==> src/rtl/color_rom_reader_if.sv <==
// ============================================================================
// color_rom_reader_if : detector, carrier and byte-stream signals of the reader
// Rev 1.0
// ============================================================================
`default_nettype none

interface color_rom_reader_if;
   logic       startRead;
   logic       startDetection;
   logic       detectionComplete;
   logic [1:0] color;
   logic       advanceRequest;
   logic       advanceDone;
   logic [7:0] dataOut;
   logic       dataValid;
   logic       dataReady;
   logic       readBusy;
   logic       readDone;
   logic       errorFlag;

   modport master (
      input  startRead, detectionComplete, color, advanceDone, dataReady,
      output startDetection, advanceRequest, dataOut, dataValid,
             readBusy, readDone, errorFlag
   );

   modport slave (
      output startRead, detectionComplete, color, advanceDone, dataReady,
      input  startDetection, advanceRequest, dataOut, dataValid,
             readBusy, readDone, errorFlag
   );
endinterface

`default_nettype wire

==> src/rtl/color_rom_reader.sv <==
// ============================================================================
// color_rom_reader : sequences tile detections, packs 4 colour codes per byte.
// Optional macro COLOR_VOTE_EN: detect each tile twice, retry on mismatch.
// Rev 1.0
// ============================================================================
`default_nettype none

module color_rom_reader #(
   parameter int NUM_WORDS      = 4,
   parameter int TIMEOUT_CYCLES = 2**22
`ifdef COLOR_VOTE_EN
   ,
   parameter int RETRY_LIMIT    = 3
`endif
) (
   input  logic               clk,
   input  logic               reset,
   color_rom_reader_if.master bus
);
   localparam int WORD_W  = $clog2(NUM_WORDS + 1);
   localparam int TIMER_W = $clog2(TIMEOUT_CYCLES + 1);
   localparam logic [WORD_W-1:0]  LAST_WORD = WORD_W'(NUM_WORDS - 1);
   localparam logic [TIMER_W-1:0] TIMER_MAX = TIMER_W'(TIMEOUT_CYCLES);

   localparam logic [2:0] S_IDLE         = 3'd0;
   localparam logic [2:0] S_START        = 3'd1;
   localparam logic [2:0] S_WAIT_DETECT  = 3'd2;
   localparam logic [2:0] S_ADVANCE      = 3'd3;
   localparam logic [2:0] S_WAIT_ADVANCE = 3'd4;
   localparam logic [2:0] S_EMIT         = 3'd5;
   localparam logic [2:0] S_FINISH       = 3'd6;

   logic [2:0]         state;
   logic [1:0]         tile_idx;
   logic [WORD_W-1:0]  word_cnt;
   logic [7:0]         sr;
   logic [TIMER_W-1:0] timer;
   logic               error_flag;
   logic               timed_out;

   // accept: the code for the current tile is final this cycle
   // redetect: run another detection pass on the same tile
   logic               accept;
   logic [1:0]         accept_code;
   logic               redetect;
   logic               vote_error;

   assign timed_out = (timer == TIMER_MAX);

`ifdef COLOR_VOTE_EN
   localparam int RETRY_W = (RETRY_LIMIT < 1) ? 1 : $clog2(RETRY_LIMIT + 1);

   logic               second_pass;
   logic [1:0]         first_code;
   logic [RETRY_W-1:0] retry_cnt;

   always_comb begin
      accept      = 1'b0;
      accept_code = bus.color;
      redetect    = 1'b0;
      vote_error  = 1'b0;
      if (state == S_WAIT_DETECT && bus.detectionComplete) begin
         if (!second_pass) begin
            redetect = 1'b1;
         end else if (bus.color == first_code) begin
            accept = 1'b1;
         end else if (retry_cnt < RETRY_W'(RETRY_LIMIT)) begin
            redetect = 1'b1;
         end else begin
            accept     = 1'b1;
            vote_error = 1'b1;
         end
      end
   end

   always_ff @(posedge clk or negedge reset) begin
      if (!reset) begin
         second_pass <= 1'b0;
         first_code  <= 2'b00;
         retry_cnt   <= '0;
      end else if (state == S_IDLE) begin
         second_pass <= 1'b0;
         retry_cnt   <= '0;
      end else if (state == S_WAIT_DETECT && bus.detectionComplete) begin
         if (!second_pass) begin
            second_pass <= 1'b1;
            first_code  <= bus.color;
         end else begin
            second_pass <= 1'b0;
            retry_cnt   <= accept ? '0 : retry_cnt + 1'b1;
         end
      end
   end
`else
   always_comb begin
      accept      = (state == S_WAIT_DETECT) && bus.detectionComplete;
      accept_code = bus.color;
      redetect    = 1'b0;
      vote_error  = 1'b0;
   end
`endif

   always_ff @(posedge clk or negedge reset) begin
      if (!reset) begin
         state      <= S_IDLE;
         tile_idx   <= 2'd0;
         word_cnt   <= '0;
         sr         <= 8'h00;
         timer      <= '0;
         error_flag <= 1'b0;
      end else begin
         case (state)
            S_IDLE: begin
               if (bus.startRead) begin
                  state      <= S_START;
                  error_flag <= 1'b0;
                  tile_idx   <= 2'd0;
                  word_cnt   <= '0;
               end
            end
            S_START: begin
               state <= S_WAIT_DETECT;
               timer <= '0;
            end
            S_WAIT_DETECT: begin
               if (accept) begin
                  sr       <= {accept_code, sr[7:2]};
                  tile_idx <= tile_idx + 2'd1;
                  state    <= (tile_idx == 2'd3) ? S_EMIT : S_ADVANCE;
                  if (vote_error) error_flag <= 1'b1;
               end else if (redetect) begin
                  state <= S_START;
               end else if (timed_out) begin
                  error_flag <= 1'b1;
                  state      <= S_FINISH;
               end else begin
                  timer <= timer + 1'b1;
               end
            end
            S_ADVANCE: begin
               state <= S_WAIT_ADVANCE;
               timer <= '0;
            end
            S_WAIT_ADVANCE: begin
               if (bus.advanceDone) begin
                  state <= S_START;
               end else if (timed_out) begin
                  error_flag <= 1'b1;
                  state      <= S_FINISH;
               end else begin
                  timer <= timer + 1'b1;
               end
            end
            S_EMIT: begin
               // sr is frozen here, so dataOut stays stable across a stall
               if (bus.dataReady) begin
                  word_cnt <= word_cnt + 1'b1;
                  state    <= (word_cnt == LAST_WORD) ? S_FINISH : S_ADVANCE;
               end
            end
            S_FINISH: state <= S_IDLE;
            default:  state <= S_IDLE;
         endcase
      end
   end

   assign bus.startDetection = (state == S_START);
   assign bus.advanceRequest = (state == S_ADVANCE);
   assign bus.dataValid      = (state == S_EMIT);
   assign bus.dataOut        = sr;
   assign bus.readBusy       = (state != S_IDLE);
   assign bus.readDone       = (state == S_FINISH);
   assign bus.errorFlag      = error_flag;

endmodule

`default_nettype wire

==> src/flat_wrapper.sv <==
// flat-port wrapper written by rule: the top's interface ports become plain ports
module color_rom_reader_flat 
#(
   parameter int NUM_WORDS      = 4,
   parameter int TIMEOUT_CYCLES = 2**22

)
  (clk, reset, bus_startRead, bus_detectionComplete, bus_color, bus_advanceDone, bus_dataReady, bus_startDetection, bus_advanceRequest, bus_dataOut, bus_dataValid, bus_readBusy, bus_readDone, bus_errorFlag);
  color_rom_reader_if bus_i ();
  input  logic clk;
  input  logic reset;
  input wire logic [$bits(bus_i.startRead)-1:0] bus_startRead;
  input wire logic [$bits(bus_i.detectionComplete)-1:0] bus_detectionComplete;
  input wire logic [$bits(bus_i.color)-1:0] bus_color;
  input wire logic [$bits(bus_i.advanceDone)-1:0] bus_advanceDone;
  input wire logic [$bits(bus_i.dataReady)-1:0] bus_dataReady;
  output wire logic [$bits(bus_i.startDetection)-1:0] bus_startDetection;
  output wire logic [$bits(bus_i.advanceRequest)-1:0] bus_advanceRequest;
  output wire logic [$bits(bus_i.dataOut)-1:0] bus_dataOut;
  output wire logic [$bits(bus_i.dataValid)-1:0] bus_dataValid;
  output wire logic [$bits(bus_i.readBusy)-1:0] bus_readBusy;
  output wire logic [$bits(bus_i.readDone)-1:0] bus_readDone;
  output wire logic [$bits(bus_i.errorFlag)-1:0] bus_errorFlag;
  assign bus_i.startRead = bus_startRead;
  assign bus_i.detectionComplete = bus_detectionComplete;
  assign bus_i.color = bus_color;
  assign bus_i.advanceDone = bus_advanceDone;
  assign bus_i.dataReady = bus_dataReady;
  assign bus_startDetection = bus_i.startDetection;
  assign bus_advanceRequest = bus_i.advanceRequest;
  assign bus_dataOut = bus_i.dataOut;
  assign bus_dataValid = bus_i.dataValid;
  assign bus_readBusy = bus_i.readBusy;
  assign bus_readDone = bus_i.readDone;
  assign bus_errorFlag = bus_i.errorFlag;
  color_rom_reader #(.NUM_WORDS(NUM_WORDS), .TIMEOUT_CYCLES(TIMEOUT_CYCLES)) u_core (.clk(clk), .reset(reset), .bus(bus_i));
endmodule
==> config.mk <==
export PLATFORM = sky130hd
export DESIGN_NAME = color_rom_reader_flat
export DESIGN_NICKNAME = d
export VERILOG_FILES = /design/src/rtl/color_rom_reader_if.sv /design/src/rtl/color_rom_reader.sv /design/src/flat_wrapper.sv
export SDC_FILE = /design/constraint.sdc
export NUM_CORES = 1
export LEC_CHECK = 0
export CAP_MARGIN = 25
export CELL_PAD_IN_SITES_DETAIL_PLACEMENT = 1
export CELL_PAD_IN_SITES_GLOBAL_PLACEMENT = 1
export CORE_MARGIN = 1
export CORE_UTILIZATION = 48
export CTS_BUF_LIST = sky130_fd_sc_hd__clkbuf_8
export DETAILED_ROUTE_END_ITERATION = 10
export GPL_ROUTABILITY_DRIVEN = 0
export MAX_ROUTING_LAYER = met4
export PLACE_DENSITY = 0.86
export SETUP_SLACK_MARGIN = 0.05
export SKIP_CTS_REPAIR_TIMING = 1
export SKIP_LAST_GASP = 1
export SYNTH_ARGS = -nofsm -noshare
export SYNTH_HDL_FRONTEND = slang
export SYNTH_SLANG_ARGS = --single-unit
==> constraint.sdc <==
create_clock -name clk -period 5.8 [get_ports clk]
set_clock_uncertainty 0.2 [all_clocks]
set_input_delay 1.74 -clock clk [delete_from_list [all_inputs] [get_ports clk]]
set_output_delay 1.74 -clock clk [all_outputs]
set_load 0.01 [all_outputs]
; ---- After elaboration in Yosys (flattened, before gate mapping)
; Cells that the tools add are included.
[totals]
ff_bits = 40
wordCells = 60
inputBits = 8
out_inout_bits = 14
[op_classes]
n_reduce_logical = 14
eq_ne = 14
addsub = 3
mux = 23
[op_table]
columns = op, n
row1 = two-way mux 23 bit, 3
row2 = case mux 23 bit (3 select lines), 1
row3 = two-way mux 3 bit, 9
row4 = adder 23 x 1 -> 23 bit (second input constant), 1
row5 = == test 23 bit (second input constant), 1
row6 = case mux 3 bit (6 select lines), 1
row7 = == test 3 x 2 -> 1 bit (second input constant), 3
row8 = == test 3 bit (second input constant), 3
row9 = AND reduction 3 bit, 3
row10 = nonzero test 3 bit, 3
row11 = != test 2 bit (second input constant), 4
row12 = case mux 3 bit (2 select lines), 1
row13 = two-way mux 1 bit, 4
row14 = two-way mux 2 bit, 2
row15 = case mux 2 bit (2 select lines), 1
row16 = AND reduction 2 bit, 2
row17 = AND reduction 4 bit, 1
row18 = nonzero test 2 bit, 2
row19 = adder 3 x 1 -> 3 bit (second input constant), 1
row20 = == test 3 x 1 -> 1 bit (second input constant), 1
row21 = zero test 3 bit, 1
row22 = case mux 1 bit (3 select lines), 1
row23 = adder 2 x 1 -> 2 bit (second input constant), 1
row24 = == test 2 bit (second input constant), 1
row25 = 3 further kinds, 3

; ---- Depth between registers and ports, before layout
; Gate-level depths: netlist (run 1).
[logic_depth]
depth_word = 4
mapped_depth = 7
depth_no_buf = 7

; ---- Least setup slack after synthesis (run 1)
; OpenSTA, ideal clock, no wires.
[synth_timing]
path_kind = in2reg
from = input port bus_detectionComplete
to = register u_core.timer[20]
setup_slack_ns = 2.285
path_buffers = 1
path_stages = 5
required_ns = 5.522
t_arrival_ns = 3.238
setup_time_ns = 0.078
path_cell_list = or4b_4 -> a2111o_1 -> buf_6 -> or3_1 -> a21oi_1
[synth_between]
elab_chain_len = 3
[synth_lines]
columns = item, line_no
row1 = from (decl), flat_wrapper.sv:13  ; input wire logic [$bits(bus_i.detectionComplete)-1:0] bus_detectionComplete;
row2 = logical AND 1 bit, color_rom_reader.sv:96  ; accept = (state == S_WAIT_DETECT) && bus.detectionComplete;
row3 = != test 2 bit (no source line), n/a
row4 = AND reduction 3 bit (no source line), n/a
row5 = to (signal assigned), color_rom_reader.sv:137  ; timer <= timer + 1'b1;
row6 = to (signal assigned), color_rom_reader.sv:151  ; timer <= timer + 1'b1;
row7 = to (decl), color_rom_reader.sv:37  ; logic [TIMER_W-1:0] timer;
; Every way passes these cells.
; A chain may end at the register's enable or synchronous reset.

; ---- Final worst setup path (run 1)
[layout_timing]
from = register u_core.state[1]
to = output port bus_readDone
[layout_between]
elab_chain_len = 1
[layout_lines]
columns = item, line_no
row1 = from (decl), color_rom_reader.sv:33  ; logic [2:0] state;
row2 = from (signal assigned), color_rom_reader.sv:129  ; state <= (tile_idx == 2'd3) ? S_EMIT : S_ADVANCE;
row3 = from (signal assigned), color_rom_reader.sv:158  ; state <= (word_cnt == LAST_WORD) ? S_FINISH : S_ADVANCE;
row4 = == test 3 bit, color_rom_reader.sv:172  ; assign bus.readDone = (state == S_FINISH);
row5 = to (decl), flat_wrapper.sv:22  ; output wire logic [$bits(bus_i.readDone)-1:0] bus_readDone;
; Every way passes these cells.

==> results.txt, run 1 <==
Status: complete, no violations
Max Cap Viol: 0
Switching share of power: 36.7%
CTS tree: built
Hold path startpoint: u_core.bus.dataOut[0]
Post-Syn Nets: 259
Core area: 4140 sq um
Vias in the first global route: 1831
Combinational Power Share: 32.6%
Max VDD drop: 0.000209 V
Switching pwr: 341 uW
Vias per inst: 5.92
Vias: 1871
Worst path cell trace: clkinv_1 > nor3b_1 > clkdlybuf4s50_1
Cell taking the most area after synthesis: dfrtp_1
IO buf count: 21
Ratio of cells with drive above 1 in the final layout: 4.89%
Period utilization: 71.5%
Register share of total power: 42.3%
Max Slew Vio Count: 0
Largest delay contributor family on the critical path: buffers and inverters
CTS root buf: clkbuf_8
WL/cell: 16.1 microns
RSZ-0062 raised after global routing: false
Reg2reg end: u_core.timer[12]
Commonest cells post-synth: dfrtp_1, nand2_1, nor2_1
CTS Buffer Depth: 2
Global route overflow: 0
Sink Count: 40
Die W: 68.7 microns
First-pass DRT Iterations: 6
Initial antenna violation count: 0
Largest net degree at the start of global routing: 41
First-pass GRT wire length: 8340 microns
DRC: 0
Hold Path Sink: u_core.bus.dataOut[0]
Worst-case reg-to-reg path depth: 4
Synth top area share: 46.8%
Setup Total Neg Slack: 0 ps
Fmax: 0.241 GHz
Setup CP Type: flop to output port
Yosys Warn Count: 0
CP arrival: 2210 ps
Rel. slew slack: 38.8%
Num rows: 23
Worst skew pair latency: 300 ps
Top_reg_cell synth: dfrtp_1
Starting Density: 51.6%
IO Pins: 22
Worst Hold Depth: 2
Total power: 930 uW
Syn_area_per_cell: 8.69 sq um
Tmin final: 4150 ps
Util after Layout: 59.7%
Slowest cell on the critical path: dfrtp_1
Total Wirelength: 5090 microns
Reg clk slew, reported paths: 80 ps
Sequential fraction of the synthesis area: 46.8%
HPWL Detailed: 3470 microns
Worst slew pin tran: 918 ps
Critical R2R Launch: u_core.state[1]
Count of final setup violators: 0
Diodes inserted: 0
Clock power share: 25.1%
Worst setup SP type: flop
# nets final: 278
Worst R2R Setup Slack: 3180 ps
Worst Path Buf+Inv: 2
Synth top area cells: dfrtp_1, nand2_1, o21ai_0, nor2_1, a21oi_1
CP endpoint kind: output port
P_int: 589 uW
CP max stage delay: 680 ps
Syn Inst Count: 246
P per Cell Area: 376 nW/um^2
Post-Syn Area: 2140 sq um
Cell leakage power: 0.00107 uW
CTS Buf Count: 5
Final Hold Viols: 0
Unique masters post-synth: 37
Post-DRT Antenna Nets: 0
Number of synthesized flops with an enable pin: 0
Area grow syn2layout: 15.7%
Initial DRC Count: 80
WP data required: 3860 ps
CP Max Fanout: 16
Seq cells post-synth: 40
Die ar.: 4730 sq um
Type of the most critical hold path: flop to flop
CTS H-tree lvls: 2
Die Span Y: 68.7 microns
Global-route usage over all layers: 25.1%
Synth async-reset ratio: 100%
kinds of logic (layout without fill, tap and decap cells):
group,after synthesis,after routing,share of synthesized area (%)
xor+xnor,12,12,4.92
compound gates,45,45,12.3
fa+ha+maj,5,5,2.93
simple gates,122,122,28.5
buf+inv,22,42,4.56
flops,40,40,46.8
stage by stage:
stage               hold slack [ps]  area, sq um  setup slack, ps  std cells
floorplan                       250         2140             2280        246
global placement                263         2360             1710        307
detailed placement              274         2360             1640        307
CTS                             295         2470             1690        315
global route                    327         2470             1550        316
finish                          284         2470             1650        316
power groups by stage:
| stage | logic, uW | registers [uW] | clock network [uW] |
|---|---|---|---|
| 2_1_floorplan | 197 | 374 | 0 |
| 3_3_place_gp | 293 | 396 | 0 |
| 3_5_place_dp | 303 | 396 | 0 |
| 4_1_cts | 307 | 392 | 235 |
| 5_1_grt | 343 | 402 | 244 |
| 6_report | 304 | 393 | 233 |
cell type report:
type                       count  area [sq um]
clock buffer                   5          68.8
clock inverter                 3          42.5
fill                         511          1670
inverter                      11          41.3
multi-input combinational    184          1040
sequential                    40          1000
tap                           50          62.6
timing repair buffer          23           218
worst register-to-register path, stage by stage (launching register included):
cell      delay, ps
dfrtp_1         680
or4b_4          540
a2111o_1        590
or3_1           370
a21oi_1         160
cells in the final DEF, fill, tap and decap left out, drive strengths merged, types with 2 or more instances in the layout:
cell type,netlist,final
clkinv,1,2
a211oi,2,2
nor2b,4,4
or4b,2,2
nand4,10,10
nor3,8,8
a21oi,15,15
nor3b,3,3
nor2,22,22
dfrtp,40,40
nand2,40,40
nand3,14,14
clkdlybuf4s50,0,20
xor2,7,7
nand2b,3,3
clkbuf,9,5
a21o,2,2
inv,10,10
o21ai,18,18
buf,2,3
o211ai,2,2
or3,7,7
ha,5,5
xnor2,5,5
nor4,3,3
nor4b,2,2
layer usage:
| layer | up-vias | track usage (%) | share of wire [%] |
|---|---|---|---|
| met4 | 0 | 12.0 | 2.9 |
| met1 | 910 | 28.8 | 46 |
| met3 | 18 | 4.93 | 3.2 |
| li1 | 894 | - | - |
| met5 | - | - | 0 |
| met2 | 49 | 42.0 | 48 |
how the worst max path moves through the flow:
| stage | startpoint | end | slack, ps | depth (start not counted) |
|---|---|---|---|---|
| final | u_core.state[1] | bus_readDone | 1650 | 3 |
| after floorplan | bus_detectionComplete | u_core.timer[20] | 2280 | 5 |
| after global placement | bus_detectionComplete | u_core.timer[20] | 1710 | 5 |
| after global routing | u_core.state[1] | bus_readDone | 1550 | 3 |
| after CTS | u_core.state[1] | bus_readDone | 1690 | 3 |
| after detailed placement | bus_detectionComplete | u_core.timer[20] | 1640 | 5 |
registers in the layout, indices dropped and copies added, names as in the netlist:
| signal | count |
|---|---|
| u_core.bus.errorFlag | 1 |
| u_core.state | 3 |
| u_core.tile_idx | 2 |
| u_core.bus.dataOut | 8 |
| u_core.timer | 23 |
| u_core.word_cnt | 3 |
(Power assumes the default switching activity.)
==> inputs of run 2 (changes only) <==
Settings changed: CORE_UTILIZATION 48 to 40, PLACE_DENSITY 0.86 to 0.77.
Clock period 5.8 ns to 3.51 ns, I/O delays scaled along.
==> results.txt, run 2 (same netlist as run 1, synthesis figures left out) <==
Status: complete, no violations (unchanged)
Total Wirelength: 5050 microns (was 5090 microns)
CTS Buf Count: 5 (unchanged)
CTS H-tree lvls: 2 (unchanged)
Slowest cell on the critical path: dfrtp_1 (unchanged)
Reg with most FFs: u_core.timer (unchanged)
Tmin final: 3240 ps
Largest delay contributor family on the critical path: flip-flops (was buffers and inverters)
WHS: 288 ps (was 284 ps)
Critical R2R Launch: u_core.state[0] (was u_core.state[1])
P_int: 995 uW (was 589 uW)
Vias per inst: 5.32 (was 5.92)
Core area: 5140 sq um (was 4140 sq um)
HPWL Detailed: 3520 microns (was 3470 microns)
Cell leakage power: 0.00110 uW (was 0.00107 uW)
Num rows: 26 (was 23)
Vias: 1821 (was 1871)
CTS tree: built (unchanged)
Critical path origin: u_core.state[0] (was u_core.state[1])
Met3 Wirelength: 144 microns (was 165 microns)
CP endpoint kind: output port (unchanged)
Final Hold Viols: 0 (unchanged)
Worst skew pair latency: 300 ps (about the same)
Rel. slew slack: 66.6% (was 38.8%)
First-pass DRT Iterations: 4 (was 6)
Count of final setup violators: 0 (unchanged)
Wl on met1: 2350 microns (was 2340 microns)
Worst setup SP type: flop (unchanged)
Initial antenna violation count: 0 (unchanged)
Die W: 75.1 microns (was 68.7 microns)
Met2 WL: 2500 microns (was 2440 microns)
Largest net degree at the start of global routing: 41 (unchanged)
Die Span Y: 75.1 microns (was 68.7 microns)
Setup CP Type: flop to output port (unchanged)
DRC: 0 (unchanged)
Clock power share: 25.0% (was 25.1%)
Combinational Power Share: 34.4% (was 32.6%)
P per Cell Area: 608 nW/um^2 (was 376 nW/um^2)
CP Max Fanout: 18 (was 16)
Total power: 1560 uW (was 930 uW)
Worst Path Buf+Inv: 1 (was 2)
Sink Count: 40 (unchanged)
Max Cap Viol: 0 (unchanged)
Initial DRC Count: 52 (was 80)
Fmax: 0.308 GHz
Most frequent cells in the layout: nand2_1, dfrtp_1, nor2_1 (unchanged)
Ratio of cells with drive above 1 in the final layout: 6.99% (was 4.89%)
Reg clk slew, reported paths: 90 ps (was 80 ps)
RSZ-0062 raised after global routing: false (unchanged)
First-pass GRT wire length: 8440 microns (was 8340 microns)
Max Slew Vio Count: 0 (unchanged)
Starting Density: 41.6% (was 51.6%)
Global-route usage over all layers: 20.8% (was 25.1%)
Type of the most critical hold path: flop to flop (unchanged)
Diodes inserted: 0 (unchanged)
WP data required: 2260 ps (was 3860 ps)
IO Pins: 22 (unchanged)
Setup Total Neg Slack: 0 ps (unchanged)
Max VDD drop: 0.000346 V (was 0.000209 V)
Register share of total power: 40.7% (was 42.3%)
Die ar.: 5640 sq um (was 4730 sq um)
Global route overflow: 0 (unchanged)
Worst slew pin tran: 501 ps (was 918 ps)
Area grow syn2layout: 19.8% (was 15.7%)
CP arrival: 1990 ps (was 2210 ps)
Post-DRT Antenna Nets: 0 (unchanged)
Top Layer Used: met4 (unchanged)
Util after Layout: 49.9% (was 59.7%)
CP max stage delay: 660 ps (was 680 ps)
CTS Buffer Depth: 2 (unchanged)
WL/cell: 14.8 microns (was 16.1 microns)
Hold path startpoint: u_core.bus.dataOut[0] (unchanged)
Worst path cell trace: nand2b_1 > nor2_1 > clkdlybuf4s50_1 (was clkinv_1 > nor3b_1 > clkdlybuf4s50_1)
Max reg flops: 23 (unchanged)
Switching pwr: 564 uW (was 341 uW)
Switching share of power: 36.2% (was 36.7%)
Period utilization: 92.4%
Vias in the first global route: 1801 (was 1831)
# nets final: 284 (was 278)
CTS root buf: clkbuf_8 (unchanged)
IO buf count: 21 (unchanged)
[run 2: cell count changes in the layout (fill, tap and decap cells not counted), sizes merged]
| cell | previous run | this run |
|---|---|---|
| inv | 10 | 11 |
| buf | 3 | 9 |
| clkinv | 2 | 1 |
[run 2: path summary, 6_finish.rpt]
check	end	slack, ps	cells after the start
max in group asynchronous	u_core.timer[9]	2320	2
max	bus_advanceRequest	270	3
min	u_core.bus.dataOut[0]	290	2
min reg2reg	u_core.bus.dataOut[0]	290	2
min in group asynchronous	u_core.timer[21]	370	1
max reg2reg	u_core.timer[20]	890	4
[run 2: final cells by class]
| cell class | count | area [sq um] |
|---|---|---|
| clock buffers | 5 | 68.8 |
| multi-input cells | 184 | 1040 |
| well taps | 70 | 87.6 |
| repair buffers | 29 | 278 |
| inverters | 11 | 41.3 |
| flip-flops and latches | 40 | 1000 |
| clock inverters | 3 | 46.3 |
| fillers | 634 | 2580 |
[run 2: worst register-to-register path, stage by stage (launching register included)]
cell      delay (ps)
dfrtp_1          570
or4b_4           630
a2111o_1         590
or3_1            420
a21oi_1          150
[run 2: through the flow]
step | area (sq um) | setup slack (ps) | instances
floorplan | 2140 | 682 | 246
global placement | 2430 | 142 | 333
detailed placement | 2430 | 72.8 | 333
CTS | 2540 | 255 | 341
global route | 2560 | 144 | 342
finish | 2560 | 266 | 342
[run 2: power by group through the flow]
stage                     Clock [uW]  Combinational [uW]  Sequential [uW]
after floorplan                    0                 325              618
after global routing             415                 599              648
after CTS                        405                 541              634
after detailed placement           0                 537              642
final                            389                 536              634
after global placement             0                 522              638
[run 2: per-layer routing]
metal | global-route usage [%] | vias up
li1 | - | 905
met1 | 25.2 | 886
met2 | 35.5 | 24
met3 | 3.61 | 6
met4 | 5.66 | 0
met5 | - | -
